File: src/rtl/uart_pkg.sv
// Shared types and helpers for the native UART transceiver with word packing.
package uart_pkg;

    typedef enum logic [2:0] {
        IDLE  = 3'd0,
        START = 3'd1,
        DATA  = 3'd2,
        PAR   = 3'd3,
        STOP  = 3'd4
    } uart_state_e;

    // Rounded clock-cycles-per-bit divisor.
    function automatic int baud_div(input int clk_hz, input int baud);
        return (clk_hz + baud / 2) / baud;
    endfunction

    function automatic logic even_par(input logic [7:0] d);
        return ^d;
    endfunction

endpackage

File: src/rtl/uart_fifo_buf.sv
// Synchronous show-ahead FIFO; a full FIFO still takes a write when the head pops in the same cycle.
module uart_fifo_buf #(
    parameter int WIDTH = 8,
    parameter int DEPTH = 16
) (
    input  logic             sys_clk,
    input  logic             rst_n,
    input  logic             push,
    input  logic [WIDTH-1:0] wr_data,
    input  logic             pop,
    output logic [WIDTH-1:0] rd_data,
    output logic             valid,
    output logic             full
);

    localparam int AW   = $clog2(DEPTH);
    localparam int CNTW = AW + 1;

    logic [WIDTH-1:0] mem_r [DEPTH];
    logic [AW-1:0]    wr_ptr_r;
    logic [AW-1:0]    rd_ptr_r;
    logic [CNTW-1:0]  count_r;
    logic [CNTW-1:0]  count_nxt_s;
    logic             push_ok_s;
    logic             pop_ok_s;
    logic             valid_r;
    logic             full_r;

    // Qualify push/pop against the registered flags and form the next occupancy.
    always_comb begin
        pop_ok_s    = pop & valid_r;
        push_ok_s   = push & (~full_r | pop_ok_s);
        count_nxt_s = count_r + CNTW'(push_ok_s) - CNTW'(pop_ok_s);
    end

    // Storage, pointers and flags that already reflect the post-edge state.
    always_ff @(posedge sys_clk or negedge rst_n) begin
        if (!rst_n) begin
            for (int i = 0; i < DEPTH; i++) begin
                mem_r[i] <= '0;
            end
            wr_ptr_r <= '0;
            rd_ptr_r <= '0;
            count_r  <= '0;
            valid_r  <= 1'b0;
            full_r   <= 1'b0;
        end else begin
            if (push_ok_s) begin
                mem_r[wr_ptr_r] <= wr_data;
                wr_ptr_r        <= wr_ptr_r + AW'(1);
            end
            if (pop_ok_s) begin
                rd_ptr_r <= rd_ptr_r + AW'(1);
            end
            count_r <= count_nxt_s;
            valid_r <= (count_nxt_s != '0);
            full_r  <= (count_nxt_s == CNTW'(DEPTH));
        end
    end

    assign rd_data = mem_r[rd_ptr_r];
    assign valid   = valid_r;
    assign full    = full_r;

endmodule

File: src/rtl/uart_fifo.sv
// UART transceiver moving DATA_W-bit words as LSB-first bytes through RX/TX FIFOs.
// Define UART_PARITY_EN for even-parity framing (8E1); otherwise 8N1.
module uart_fifo
    import uart_pkg::*;
#(
    parameter int CLK_HZ     = 27000000,
    parameter int BAUD       = 115200,
    parameter int DATA_W     = 16,
    parameter int FIFO_DEPTH = 16
) (
    input  logic              sys_clk,
    input  logic              rst_n,
    input  logic              uart_rx,
    output logic              uart_tx,
    output logic [DATA_W-1:0] rx_data,
    output logic              rx_valid,
    input  logic              rx_ready,
    input  logic [DATA_W-1:0] tx_data,
    input  logic              tx_wr,
    output logic              tx_full,
    output logic              tx_busy,
    output logic              frame_err,
    output logic              rx_overrun,
    input  logic              ovr_clr
);

    localparam int DIV       = baud_div(CLK_HZ, BAUD);
    localparam int HALF      = DIV / 2;
    localparam int CW        = $clog2(DIV);
    localparam int NBYTES    = DATA_W / 8;
    localparam int BW        = (NBYTES > 1) ? $clog2(NBYTES) : 1;
    localparam int LAST_BYTE = NBYTES - 1;

    uart_state_e       rx_state_r, rx_state_nxt_s;
    logic              rx_meta_r, rx_sync_r, rx_prev_r;
    logic [CW-1:0]     rx_cnt_r;
    logic [2:0]        rx_bit_r;
    logic [7:0]        rx_shift_r;
    logic              rx_par_err_r;
    logic [BW-1:0]     rx_byte_r;
    logic [DATA_W-1:0] rx_word_r, rx_push_word_s;
    logic              rx_sample_s, rx_accept_s, rx_bad_s, rx_push_s;
    logic              rx_full_s, rx_pop_s, rx_ovr_set_s;
    logic              frame_err_r, rx_overrun_r;

    uart_state_e       tx_state_r, tx_state_nxt_s;
    logic [CW-1:0]     tx_cnt_r;
    logic [2:0]        tx_bit_r;
    logic [BW-1:0]     tx_byte_r;
    logic [DATA_W-1:0] tx_shift_r, tx_head_s;
    logic              tx_line_r, tx_tick_s, tx_last_s, tx_pop_s, tx_valid_s;

    // RX bit-timing strobe: mid-start after DIV/2, then once per DIV.
    always_comb begin
        if (rx_state_r == START) begin
            rx_sample_s = (rx_cnt_r == CW'(HALF - 1));
        end else if (rx_state_r == IDLE) begin
            rx_sample_s = 1'b0;
        end else begin
            rx_sample_s = (rx_cnt_r == CW'(DIV - 1));
        end
    end

    // RX state register.
    always_ff @(posedge sys_clk or negedge rst_n) begin
        if (!rst_n) begin
            rx_state_r <= IDLE;
        end else begin
            rx_state_r <= rx_state_nxt_s;
        end
    end

    // RX next state; a start that reads high at mid-bit is a glitch.
    always_comb begin
        rx_state_nxt_s = rx_state_r;
        case (rx_state_r)
            IDLE:  if (rx_prev_r & ~rx_sync_r) rx_state_nxt_s = START; else rx_state_nxt_s = IDLE;
            START: if (rx_sample_s) rx_state_nxt_s = rx_sync_r ? IDLE : DATA; else rx_state_nxt_s = START;
            DATA: begin
                if (rx_sample_s && rx_bit_r == 3'd7) begin
`ifdef UART_PARITY_EN
                    rx_state_nxt_s = PAR;
`else
                    rx_state_nxt_s = STOP;
`endif
                end else begin
                    rx_state_nxt_s = DATA;
                end
            end
            PAR:   if (rx_sample_s) rx_state_nxt_s = STOP; else rx_state_nxt_s = PAR;
            STOP:  if (rx_sample_s) rx_state_nxt_s = IDLE; else rx_state_nxt_s = STOP;
            default: rx_state_nxt_s = IDLE;
        endcase
    end

    // RX outputs: stop-sample verdict and the word as it would look with this byte merged in.
    always_comb begin
        rx_push_word_s = rx_word_r;
        rx_push_word_s[{rx_byte_r, 3'b000} +: 8] = rx_shift_r;
        rx_bad_s    = 1'b0;
        rx_accept_s = 1'b0;
        if (rx_state_r == STOP && rx_sample_s) begin
            rx_bad_s    = ~rx_sync_r | rx_par_err_r;
            rx_accept_s = rx_sync_r & ~rx_par_err_r;
        end else begin
            rx_bad_s    = 1'b0;
            rx_accept_s = 1'b0;
        end
        rx_push_s    = rx_accept_s & (rx_byte_r == BW'(LAST_BYTE));
        rx_pop_s     = rx_valid & rx_ready;
        rx_ovr_set_s = rx_push_s & rx_full_s & ~rx_pop_s;
    end

    // RX datapath: synchroniser, bit timing, shift, packing and flags.
    always_ff @(posedge sys_clk or negedge rst_n) begin
        if (!rst_n) begin
            rx_meta_r    <= 1'b1;
            rx_sync_r    <= 1'b1;
            rx_prev_r    <= 1'b1;
            rx_cnt_r     <= '0;
            rx_bit_r     <= 3'd0;
            rx_shift_r   <= 8'h00;
            rx_par_err_r <= 1'b0;
            rx_byte_r    <= '0;
            rx_word_r    <= '0;
            frame_err_r  <= 1'b0;
            rx_overrun_r <= 1'b0;
        end else begin
            rx_meta_r <= uart_rx;
            rx_sync_r <= rx_meta_r;
            rx_prev_r <= rx_sync_r;
            if (rx_state_r == IDLE || rx_sample_s) begin
                rx_cnt_r <= '0;
            end else begin
                rx_cnt_r <= rx_cnt_r + CW'(1);
            end
            if (rx_state_r == START) begin
                rx_bit_r     <= 3'd0;
                rx_par_err_r <= 1'b0;
            end else if (rx_state_r == DATA && rx_sample_s) begin
                rx_shift_r <= {rx_sync_r, rx_shift_r[7:1]};
                rx_bit_r   <= rx_bit_r + 3'd1;
            end else if (rx_state_r == PAR && rx_sample_s) begin
                rx_par_err_r <= rx_sync_r ^ even_par(rx_shift_r);
            end
            if (rx_accept_s) begin
                rx_word_r <= rx_push_word_s;
                rx_byte_r <= rx_push_s ? '0 : rx_byte_r + BW'(1);
            end else if (rx_bad_s) begin
                rx_byte_r <= '0;
            end
            frame_err_r <= rx_bad_s;
            if (rx_ovr_set_s) begin
                rx_overrun_r <= 1'b1;
            end else if (ovr_clr) begin
                rx_overrun_r <= 1'b0;
            end
        end
    end

    uart_fifo_buf #(.WIDTH(DATA_W), .DEPTH(FIFO_DEPTH)) u_rx_fifo (
        .sys_clk (sys_clk),
        .rst_n   (rst_n),
        .push    (rx_push_s),
        .wr_data (rx_push_word_s),
        .pop     (rx_ready),
        .rd_data (rx_data),
        .valid   (rx_valid),
        .full    (rx_full_s)
    );

    uart_fifo_buf #(.WIDTH(DATA_W), .DEPTH(FIFO_DEPTH)) u_tx_fifo (
        .sys_clk (sys_clk),
        .rst_n   (rst_n),
        .push    (tx_wr),
        .wr_data (tx_data),
        .pop     (tx_pop_s),
        .rd_data (tx_head_s),
        .valid   (tx_valid_s),
        .full    (tx_full)
    );

    // TX bit-period strobe.
    always_comb begin
        if (tx_state_r != IDLE) begin
            tx_tick_s = (tx_cnt_r == CW'(DIV - 1));
        end else begin
            tx_tick_s = 1'b0;
        end
        tx_last_s = (tx_byte_r == BW'(LAST_BYTE));
    end

    // TX state register.
    always_ff @(posedge sys_clk or negedge rst_n) begin
        if (!rst_n) begin
            tx_state_r <= IDLE;
        end else begin
            tx_state_r <= tx_state_nxt_s;
        end
    end

    // TX next state; the next word follows the last stop bit with no idle gap.
    always_comb begin
        tx_state_nxt_s = tx_state_r;
        case (tx_state_r)
            IDLE:  if (tx_valid_s) tx_state_nxt_s = START; else tx_state_nxt_s = IDLE;
            START: if (tx_tick_s) tx_state_nxt_s = DATA; else tx_state_nxt_s = START;
            DATA: begin
                if (tx_tick_s && tx_bit_r == 3'd7) begin
`ifdef UART_PARITY_EN
                    tx_state_nxt_s = PAR;
`else
                    tx_state_nxt_s = STOP;
`endif
                end else begin
                    tx_state_nxt_s = DATA;
                end
            end
            PAR:   if (tx_tick_s) tx_state_nxt_s = STOP; else tx_state_nxt_s = PAR;
            STOP: begin
                if (tx_tick_s && (!tx_last_s || tx_valid_s)) begin
                    tx_state_nxt_s = START;
                end else if (tx_tick_s) begin
                    tx_state_nxt_s = IDLE;
                end else begin
                    tx_state_nxt_s = STOP;
                end
            end
            default: tx_state_nxt_s = IDLE;
        endcase
    end

    // TX outputs: FIFO pop on word boundaries.
    always_comb begin
        if (tx_state_r == IDLE) begin
            tx_pop_s = tx_valid_s;
        end else if (tx_state_r == STOP) begin
            tx_pop_s = tx_tick_s & tx_last_s & tx_valid_s;
        end else begin
            tx_pop_s = 1'b0;
        end
    end

    // TX datapath; the line register follows the current state one cycle later.
    always_ff @(posedge sys_clk or negedge rst_n) begin
        if (!rst_n) begin
            tx_cnt_r   <= '0;
            tx_bit_r   <= 3'd0;
            tx_byte_r  <= '0;
            tx_shift_r <= '0;
            tx_line_r  <= 1'b1;
        end else begin
            if (tx_state_r == IDLE || tx_tick_s) begin
                tx_cnt_r <= '0;
            end else begin
                tx_cnt_r <= tx_cnt_r + CW'(1);
            end
            if (tx_state_r == START) begin
                tx_bit_r <= 3'd0;
            end else if (tx_state_r == DATA && tx_tick_s) begin
                tx_bit_r <= tx_bit_r + 3'd1;
            end
            if (tx_pop_s) begin
                tx_shift_r <= tx_head_s;
                tx_byte_r  <= '0;
            end else if (tx_state_r == STOP && tx_tick_s && !tx_last_s) begin
                tx_shift_r <= tx_shift_r >> 8;
                tx_byte_r  <= tx_byte_r + BW'(1);
            end
            case (tx_state_r)
                IDLE:    tx_line_r <= 1'b1;
                START:   tx_line_r <= 1'b0;
                DATA:    tx_line_r <= tx_shift_r[tx_bit_r];
                PAR:     tx_line_r <= even_par(tx_shift_r[7:0]);
                STOP:    tx_line_r <= 1'b1;
                default: tx_line_r <= 1'b1;
            endcase
        end
    end

    assign uart_tx    = tx_line_r;
    assign tx_busy    = tx_valid_s | (tx_state_r != IDLE);
    assign frame_err  = frame_err_r;
    assign rx_overrun = rx_overrun_r;

endmodule
File: config.mk
export PLATFORM = sky130hd
export DESIGN_NAME = uart_fifo
export DESIGN_NICKNAME = d
export VERILOG_FILES = /design/src/rtl/uart_pkg.sv /design/src/rtl/uart_fifo_buf.sv /design/src/rtl/uart_fifo.sv
export SDC_FILE = /design/constraint.sdc
export NUM_CORES = 1
export LEC_CHECK = 0
export ABC_CLOCK_PERIOD_IN_PS = 5240
export CAP_MARGIN = 20
export CORE_UTILIZATION = 48
export DETAILED_ROUTE_END_ITERATION = 8
export GPL_TIMING_DRIVEN = 0
export PLACE_DENSITY = 0.7
export SYNTH_ARGS = -nofsm -noshare
export SYNTH_HDL_FRONTEND = slang
export SYNTH_HIERARCHICAL = 1
export SYNTH_SLANG_ARGS = --single-unit
export TNS_END_PERCENT = 10
File: constraint.sdc
create_clock -name sys_clk -period 5.24 [get_ports sys_clk]
set_clock_uncertainty 0.05 [all_clocks]
set_input_delay 0.786 -clock sys_clk [delete_from_list [all_inputs] [get_ports sys_clk]]
set_output_delay 0.786 -clock sys_clk [all_outputs]
set_load 0.01 [all_outputs]
# --- Word-level counts from Yosys, hierarchy flattened ---
# Cells that the tools add are included.
op_classes:
  n_div: 0
  eq_ne: 16
  mul: 0
  n_reduce_logical: 30
  n_mux: 55
  shift: 2
  bitwise: 26
  addsub: 15
  order_cmp: 7
op_table:
  columns: ["op", "n"]
  rows:
  - ["$bwmux W256", 2]
  - ["$bmux W16 S4", 2]
  - ["$demux W16 S4", 2]
  - ["$mux W16", 8]
  - ["$mux W3", 11]
  - ["$pmux W3 S5", 2]
  - ["$ge A5 B5 Y1 const B", 4]
  - ["$mux W1", 20]
  - ["$not A4 Y5", 4]
  - ["$add A4 B1 Y4 const B", 4]
  - ["$add A8 B1 Y8 const B", 2]
  - ["$bwmux W16", 1]
  - ["$eq A8 B8 Y1 const B", 2]
  - ["$mux W8", 2]
  - ["$reduce_xor A8 Y1", 2]
  - ["$shift A8 B6 Y16 const A", 1]
  - ["$shiftx A8 B6 Y16", 1]
  - ["$eq A3 B2 Y1 const B", 4]
  - ["$eq A3 B3 Y1 const B", 4]
  - ["$reduce_bool A2 Y1", 6]
  - ["$and A1 B1 Y1", 11]
  - ["$logic_and A1 B1 Y1", 11]
  - ["$add A5 B1 Y5", 2]
  - ["$eq A5 B5 Y1 const B", 2]
  - ["21 further kinds", 41]
word_totals:
  in_bits: 22
  mem_bits_ro: 0
  output_inout_bits: 22
  mem_count: 0
  wordCells: 211
  latch_bits: 0
  ram_bits: 0
  regBits: 619

# --- Longest topological paths before layout ---
# Gate-level depths: netlist of the first run.
logic_depth:
  ltp_word: 12
  depth_mapped: 19
  depth_no_buf: 16

# --- Cells and area by module ---
# Netlist of the first run, hierarchy kept.
modules_own_cells:
  columns: ["module", "area_per_inst_um2", "cells_each", "seq_area_each_um2", "instances"]
  rows:
  - ["uart_fifo_buf (u_rx_fifo)", 12449.4, 774, 6781.5, 1]
  - ["uart_fifo_buf (u_tx_fifo)", 12431.9, 769, 6781.5, 1]
  - ["uart_fifo", 3886.2, 332, 1931.9, 1]

# --- Least setup slack after synthesis of the first run ---
# OpenSTA, ideal clock, no wires.
synth_path:
  path_type: "reg2reg"
  start: "reg tx_cnt_r[2]"
  end: "reg u_tx_fifo.valid_r, in the netlist u_tx_fifo/valid"
  path_buffers: 4
  synth_period_minus_slack_ns: 3.864
  arrival_ns: 3.681
  path_slack_ns: 1.376
  setup_ns: 0.133
  path_stages_with_launch: 19
  t_required_ns: 5.057
  cell_sequence: "dfrtp_1 -> or3b_1 -> clkbuf_1 -> o31a_1 -> clkbuf_1 -> nor2b_1 -> buf_2 -> nand2_2 -> a21boi_4 -> buf_4 -> inv_1 -> ha_1 -> inv_1 -> ha_1 -> fa_1 -> a21o_1 -> a21oi_1 -> xnor2_1 -> nand3b_1"
synth_via:
  elab_chain_len: 12
synth_lines:
  columns: ["item", "line", "rtl"]
  rows:
  - ["start, declared", "uart_fifo.sv:47", "logic [CW-1:0] tx_cnt_r;"]
  - ["start signal, assigned", "uart_fifo.sv:256", "tx_cnt_r <= tx_cnt_r + CW'(1);"]
  - ["$eq A8 B8 Y1 (*)", "uart_fifo.sv:186", "tx_tick_s = (tx_cnt_r == CW'(DIV - 1));"]
  - ["$mux W1 (*)", "uart_fifo.sv:185", "if (tx_state_r != IDLE) begin"]
  - ["$and A1 B1 Y1 (*) (2 in a row)", "uart_fifo.sv:238", "tx_pop_s = tx_tick_s & tx_last_s & tx_valid_s;"]
  - ["$mux W1 (*)", "uart_fifo.sv:237", "end else if (tx_state_r == STOP) begin"]
  - ["$mux W1 (*)", "uart_fifo.sv:235", "if (tx_state_r == IDLE) begin"]
  - ["named net tx_pop_s", "uart_fifo.sv:51", "logic tx_line_r, tx_tick_s, tx_last_s, tx_pop_s, tx_valid_s;"]
  - ["$and A1 B1 Y1 (*)", "uart_fifo_buf.sv:31", "pop_ok_s = pop & valid_r;"]
  - ["$or A1 B1 Y1", "uart_fifo_buf.sv:32", "push_ok_s = push & (~full_r | pop_ok_s);"]
  - ["$and A1 B1 Y1", "uart_fifo_buf.sv:32", null]
  - ["$add A5 B1 Y5", "uart_fifo_buf.sv:33", "count_nxt_s = count_r + CNTW'(push_ok_s) - CNTW'(pop_ok_s);"]
  - ["$sub A5 B1 Y5 (*)", "uart_fifo_buf.sv:33", null]
  - ["$reduce_bool A5 Y1 (*)", "uart_fifo_buf.sv:56", "valid_r <= (count_nxt_s != '0);"]
  - ["end signal, assigned", "uart_fifo_buf.sv:56", null]
  - ["end, declared", "uart_fifo_buf.sv:26", "logic valid_r;"]
# Mark *: on every way through the listed nets, which the timed path passes. The rest lies on a longest branch.
# A chain may end at the register's enable or synchronous reset.

# --- Worst setup path after layout of the first run ---
layout_path:
  start: "reg tx_cnt_r[1]"
  end: "reg u_tx_fifo.valid_r, in the netlist u_tx_fifo/valid"
# Same word-level chain as after synthesis.

==> results.py, run 1 <==
metrics = {
    "outcome": {
        "status": "finished with violations",
        "violations": "DRC",
    },
    "floorplan": {
        "start_util_pct": 48.65,
        "fp.dieArea_sq_um": 60920,
        "num_rows": 89,
        "core_sq_um": 59130,
        "die_y_um": 246.8,
        "io_pins": 44,
        "die_x_um": 246.8,
    },
    "synth": {
        "synth_cell_types": 68,
        "synth_seq_cells": 619,
        "postSynthAreaPerCell_sq_um": 15.34,
        "seq_area_frac_synth_pct": 53.86,
        "synth.cell_area_sq_um": 28770,
        "synthCells": 1875,
        "synth_warnings": 6,
        "yosys_most_used_dff": "dfrtp_1",
        "synth_edf_count": 0,
        "synth-async-reset-ratio_pct": 100.0,
        "syn_nets": 1928,
    },
    "sta": {
        "relSlewSlack_pct": 38.04,
        "hold_slack_ns": 0.1133,
        "tightest_slew_ns": 0.9295,
        "finalHoldViolations": 0,
        "rsz0062_at_grt": "no",
        "setup_viol": 0,
        "final.min_clock_period_ns": 4.457,
        "slew_viol_final": 0,
        "period_share_pct": 85.05,
        "fmax_ghz": 0.2244,
        "setup_tns_ns": 0,
    },
    "detailed_routing": {
        "drt_iter0_markers": 1030,
        "drt_wl_total_um": 60850,
        "first_pass_iters": 7,
        "drc": 4,
        "vias_per_cell": 5.753,
        "routedWlPerCell_um": 21.56,
        "postRouteAntennaNets": 0,
        "dr_total_vias": 16230,
    },
    "worst_setup_path": {
        "cp_num_buf_inv": 6,
        "path_depth": 19,
        "slowest_stage": "fa_1",
        "slowest_delay_ns": 0.44,
        "required_ns": 5.66,
        "cp_max_fo": 10,
        "arrival_ns": 4.88,
        "cp-start-kind": "flip-flop",
        "crit_family": "adder cells",
        "reg2regPathDepth": 19,
        "end_kind": "flip-flop",
        "crit_type": "flip-flop to flip-flop",
        "cp_cell_sequence": "inv_1 > ha_1 > nand4_1 > o31a_1 > clkbuf_1 > nor2b_1 > buf_2 > nand2_2 > a21boi_4 > buf_4 > inv_1 > ha_1 > inv_1 > ha_1 > fa_1 > a21o_1 > a21oi_1 > xnor2_1 > nand3b_1",
    },
    "clock_tree": {
        "htree_levels": 3,
        "clk_path_buf_depth": 3,
        "cts_tree": "done",
        "cts_setup_buffers": 0,
        "clk_pin_slew_ns": 0.06,
        "holdBufCountCts": 0,
        "cts_resized": 0,
        "clkSinkCount": 619,
        "numCtsBuffers": 69,
        "cts_root_buf": "clkbuf_16",
        "clock_latency_ns": 0.61,
    },
    "pwr": {
        "power.density_nw_per_um2": 448.4,
        "leakage_nw": 15.10,
        "vdd_ir_drop_max_uv": 292.1,
    },
    "layout": {
        "drive_above_1_share_pct": 45.12,
        "multi_input_area_sq_um": 12330,
        "layout_commonest_cell": "dfrtp_1",
        "final_cell_mix": "dfrtp_1 (615), mux2_2 (548), mux4_2 (130), clkbuf_1 (83), clkbuf_16 (72)",
        "area_growth_pct": 13.53,
        "fillCellCount": 4662,
        "seq_area_sq_um": 15490,
        "fin_nets": 2048,
    },
    "global_routing": {
        "antenna_found_initial": 1,
        "grt_pass1_vias": 17310,
        "grt_pass1_wl_um": 97950,
        "grt_usage_pct": 20.78,
        "grt_max_degree": 123,
        "grt_overflow_total": 0,
    },
    "placement": {
        "gp_congestion": 0.8752,
        "post-dp-hpwl_um": 42400,
        "port_buffers": 43,
    },
    "worst_hold_path": {
        "min-delay-path-class": "input pin to asynchronous set/reset pin",
    },
    "job": {
        "maxCapViolations": 0,
    },
}
==> cell type report <==
cell class | count | share of cell area (%)
Inverter | 34 | 0.3908
Buffer | 134 | 2.498
Tap cell | 773 | 2.961
Timing Repair Buffer | 49 | 1.839
Sequential cell | 619 | 47.44
Clock buffer | 106 | 6.367
Antenna cell | 1 | 0.007662
Multi-Input combinational cell | 1088 | 37.75
Clock inverter | 18 | 0.7394
==> power by group <==
part | internal (W) | switching, W | total (W)
combinational | 0.00182 | 0.00152 | 0.00334
sequential | 0.00583 | 0.000547 | 0.00638
clock | 0.00299 | 0.00193 | 0.00492
==> cell usage after synthesis (3+ instances only) <==
master	number	area [sq um]
dfrtp_1	615	15390
mux2_2	548	6171
mux4_2	130	2928
a22oi_1	64	480.5
clkbuf_1	64	240.2
nand2_1	62	232.7
inv_1	34	127.6
nor2_1	32	120.1
buf_6	29	326.6
ha_1	29	362.9
xnor2_1	29	254.0
buf_2	25	125.1
mux2_4	15	225.2
xor2_1	15	131.4
nand3_2	14	140.1
nor2b_1	13	81.33
nand3_1	11	55.05
o22ai_1	11	68.82
nand3_4	10	175.2
o21ai_0	9	45.04
a22o_1	8	70.07
a21oi_1	7	35.03
nand4_1	7	43.79
buf_4	6	45.04
and3_1	5	31.28
buf_1	5	18.77
a21o_1	4	30.03
and2_1	4	25.02
dfstp_2	4	105.1
nand4_2	4	50.05
nand4_4	4	85.08
nor3_1	4	20.02
nand2b_1	3	18.77
==> metrics by stage <==
step / utilization, % / worst slack, ns / instances / cell area (sq um) / power, W
5_1_grt: 55.23 / 0.4695 / 2822 / 32660 / 0.01536
4_1_cts: 55.23 / 0.7730 / 2821 / 32660 / 0.01480
3_5_place_dp: 51.30 / 0.8324 / 2697 / 30340 / 0.009819
2_1_floorplan: - / 1.376 / 1875 / 28770 / 0.008870
3_3_place_gp: 51.01 / -23.07 / 2691 / 30170 / 0.009639
6_report: 55.23 / 0.7833 / 2822 / 32660 / 0.01465
==> worst register-to-register path: stages, from the launching register on <==
cell and delay (ns):
dfrtp_1 0.42, inv_1 0.08, ha_1 0.13, nand4_1 0.26, o31a_1 0.36, clkbuf_1 0.19
nor2b_1 0.15, buf_2 0.22, nand2_2 0.19, a21boi_4 0.32, buf_4 0.28, inv_1 0.07
ha_1 0.28, inv_1 0.04, ha_1 0.20, fa_1 0.44, a21o_1 0.18, a21oi_1 0.18
xnor2_1 0.19, nand3b_1 0.12
==> layer usage <==
layer  up-vias  share of wire, %  global-route usage [%]
met4         0               2.6                   6.463
met1      8659                45                   28.04
met3       107               3.8                   4.135
met2       269                49                   33.85
li1       7199                 -                       -
met5         -                 0                       0
==> cell families (layout without fill, tap and decap cells) <==
group	Yosys count	after routing	share of synthesized area (%)
AND/OR/NAND/NOR	193	193	4.328
adder cells (fa/ha/maj)	31	31	1.400
other	0	1	0
buffers and inverters	168	341	3.279
flip-flops	619	619	53.86
XOR/XNOR	45	45	1.418
AO/OA/AOI/OAI	124	124	3.232
multiplexers	695	695	32.48
==> sequential cells by signal (all words and copies together) (netlist names), 5 cells and up <==
name / flops
tx_cnt_r: 8
u_rx_fifo/count_r: 5
rx_shift_r: 8
rx_word_r: 16
u_tx_fifo/mem_r: 256
u_rx_fifo/mem_r: 256
rx_cnt_r: 8
tx_shift_r: 16
u_tx_fifo/count_r: 5
==> path summary, 6_finish.rpt <==
kind | start | to | slack, ns
setup / recovery | tx_cnt_r[1] | u_tx_fifo/valid | 0.78
hold / removal | rst_n | rx_cnt_r[5] | 0.11
setup reg to reg | tx_cnt_r[1] | u_tx_fifo/valid | 0.78
hold reg to reg | rx_meta_r | rx_sync_r | 0.31
max in group asynchronous | rst_n | u_tx_fifo/mem_r[195] | 3.59
min in group sys_clk | rx_meta_r | rx_sync_r | 0.31
Power figures use the tool's default switching activity.
==> run 2, diff against run 1 <==
- ABC_AREA: unset -> 1
==> results.py, run 2 <==
metrics = {
    "worst_setup_path": {
        "arrival_ns": 3.23,
        "crit_family": "buffers and inverters",
        "cp_cell_sequence": "inv_1 > buf_2 > clkbuf_1 > nand3_1 > nand3_1 > nand3_1 > nand2_1 > clkdlybuf4s50_1",
        "cp_num_buf_inv": 4,
        "cp_max_fo": 10,
        "crit_type": "flip-flop to output port",
        "r2r_slack_ns": 1.29,
        "path_depth": 8,
        "cp-start-kind": "flip-flop",
        "reg2regPathDepth": 21,
        "end_kind": "output port",
        "cpMostUsedCell": "nand3_1",
        "slowest_delay_ns": 0.59,
        "slowest_stage": "clkbuf_1",
        "required_ns": 4.40,
    },
    "layout": {
        "fin_nets": 4203,
        "insertedDiodeCount": 0,
        "fillCellCount": 5927,
        "layout_commonest_cell": "nand2_1",
        "final_area_sq_um": 34920,
        "largest_registers": "u_rx_fifo/mem_r (256), u_tx_fifo/mem_r (256)",
        "drive_above_1_share_pct": 8.998,
        "area_growth_pct": 12.56,
        "final_cell_mix": "nand2_1 (1243), inv_1 (633), dfrtp_1 (615), o21ai_0 (521), nand3_1 (502)",
    },
    "global_routing": {
        "use_met2_pct": 46.52,
        "grt_pass1_wl_um": 151900,
        "grt_pass1_vias": 26030,
        "grt-busiest-layer": "met2",
        "antenna_found_initial": 0,
        "use_met3_pct": 4.794,
        "grt_usage_pct": 29.89,
        "grt_use_met1_pct": 39.78,
        "grt_overflow_total": 0,
        "grt_max_degree": 123,
    },
    "sta": {
        "setup_viol": 0,
        "fmax_ghz": 0.2460,
        "setup_tns_ns": 0,
        "period_share_pct": 77.59,
        "relSlewSlack_pct": 13.07,
        "tightest_slew_ns": 1.290,
        "slew_viol_final": 0,
        "final.min_clock_period_ns": 4.066,
        "finalHoldViolations": 0,
        "rsz0062_at_grt": "no",
    },
    "pwr": {
        "p_clk_share_pct": 29.5,
        "p_total_w": 0.01632,
        "vdd_ir_drop_max_uv": 349.7,
        "power_frac_comb_pct": 32.2,
        "power.density_nw_per_um2": 467.5,
        "p_int_w": 0.01033,
        "p_seq_share_pct": 38.3,
        "power_switching_w": 0.005995,
        "switching_share_pct": 36.72,
        "leakage_nw": 17.00,
    },
    "clock_tree": {
        "cts_root_buf": "clkbuf_16",
        "clock_latency_ns": 0.63,
        "cts_tree": "done",
        "cts_resized": 0,
        "numCtsBuffers": 68,
        "clkSinkCount": 619,
        "cts_setup_buffers": 0,
        "htree_levels": 3,
        "clk_path_buf_depth": 3,
        "holdBufCountCts": 0,
        "clk_pin_slew_ns": 0.06,
    },
    "detailed_routing": {
        "drt_wl_total_um": 97430,
        "postRouteAntennaNets": 0,
        "first_pass_iters": 6,
        "vias_per_cell": 5.379,
        "drc": 0,
        "drt_iter0_markers": 2900,
        "dr_total_vias": 27150,
        "routedWlPerCell_um": 19.30,
    },
    "synth": {
        "synthCells": 4030,
        "synth.top_cell.area_share_pct": 49.61,
        "synth_common_cells": "nand2_1 (1243), inv_1 (633), dfrtp_1 (615)",
        "yosysMostFrequentCell": "nand2_1",
        "postSynthAreaPerCell_sq_um": 7.698,
        "syn_nets": 4083,
        "synth.cell_area_sq_um": 31020,
        "synth_cell_types": 49,
        "seq_area_frac_synth_pct": 49.95,
        "synth-async-reset-ratio_pct": 100.0,
        "yosys-top-cells-area": "dfrtp_1 (50%), nand2_1 (15%), o21ai_0 (8.4%)",
        "synth_warnings": 6,
        "yosys_most_used_dff": "dfrtp_1",
        "synth_seq_cells": 619,
        "synth_edf_count": 0,
        "synth_top_area_cell": "dfrtp_1",
    },
    "worst_hold_path": {
        "min-delay-path-class": "input pin to asynchronous set/reset pin",
    },
    "placement": {
        "gp_congestion": 1.042,
        "dpl_cell_area_sq_um": 32680,
        "port_buffers": 43,
        "post-dp-hpwl_um": 68530,
    },
    "job": {
        "maxCapViolations": 0,
    },
    "floorplan": {
        "io_pins": 44,
        "start_util_pct": 48.91,
        "die_x_um": 256.2,
        "core_sq_um": 63430,
        "fp.dieArea_sq_um": 65650,
        "die_y_um": 256.2,
        "num_rows": 92,
    },
    "outcome": {
        "status": "complete, no violations",
    },
}
run 2: metal layers:
metal | up-vias | wire length (um)
met2 | 1218 | 43780
met4 | 0 | 5583
li1 | 12750 | -
met5 | - | 0
met3 | 284 | 8108
met1 | 12890 | 39950
run 2: cell families (layout without fill, tap and decap cells):
family	count (synthesis)	after routing	synth area share, %
AOI/OAI and AO/OA	595	595	9.805
xor gates and xnor gates	34	34	0.9599
adders and majority gates	31	31	1.299
buffers and inverters	890	1061	12.14
DFF	619	619	49.95
and+or+nand+nor	1861	1861	25.85
run 2: metrics by stage:
step                      hold slack (ns)  instances  setup WS (ns)  utilization, %
after floorplan                    0.2952       4030          1.731               -
after global placement             0.2975       4919         -24.77           51.26
after detailed placement           0.2990       4925          1.334           51.53
after CTS                          0.1539       5046          1.223           55.04
after global routing               0.1907       5047         0.9314           55.06
final                              0.1499       5047          1.174           55.06
run 2: area by class of cell:
cell class,count,area (sq um),share of cell area (%)
timing repair buffer,50,608.1,1.741
inverter,645,2425,6.944
clock inverter,21,229.0,0.6557
multi-input combinational,2521,11760,33.68
tap,846,1059,3.031
sequential,619,15490,44.37
clock buffer,100,2002,5.733
buffer,245,1340,3.837
run 2: worst register-to-register path, delay by kind of cell, from the launching register on:
kind	cells	cell delay [ns]
DFF	1	0.39
and+or+nand+nor	10	1.57
buffers and inverters	7	0.80
adders and majority gates	4	1.07
run 2: final timing paths:
check	start	to
worst max-delay path	u_rx_fifo/rd_ptr_r[1]	rx_data[14]
worst min-delay path	rst_n	u_rx_fifo/mem_r[90]
worst max register to register	rx_cnt_r[1]	u_rx_fifo/full
worst min register to register	rx_meta_r	rx_sync_r
max in group asynchronous	rst_n	tx_state_r[1]
min in group sys_clk	rx_meta_r	rx_sync_r
run 2: power groups by stage:
stage / sequential, W / clock, W / combinational (W)
floorplan: 0.00623 / 0 / 0.00327
global placement: 0.00635 / 0 / 0.00502
detailed placement: 0.00632 / 0 / 0.00512
CTS: 0.00624 / 0.00488 / 0.00515
global route: 0.00636 / 0.00506 / 0.00577
finish: 0.00625 / 0.00481 / 0.00526
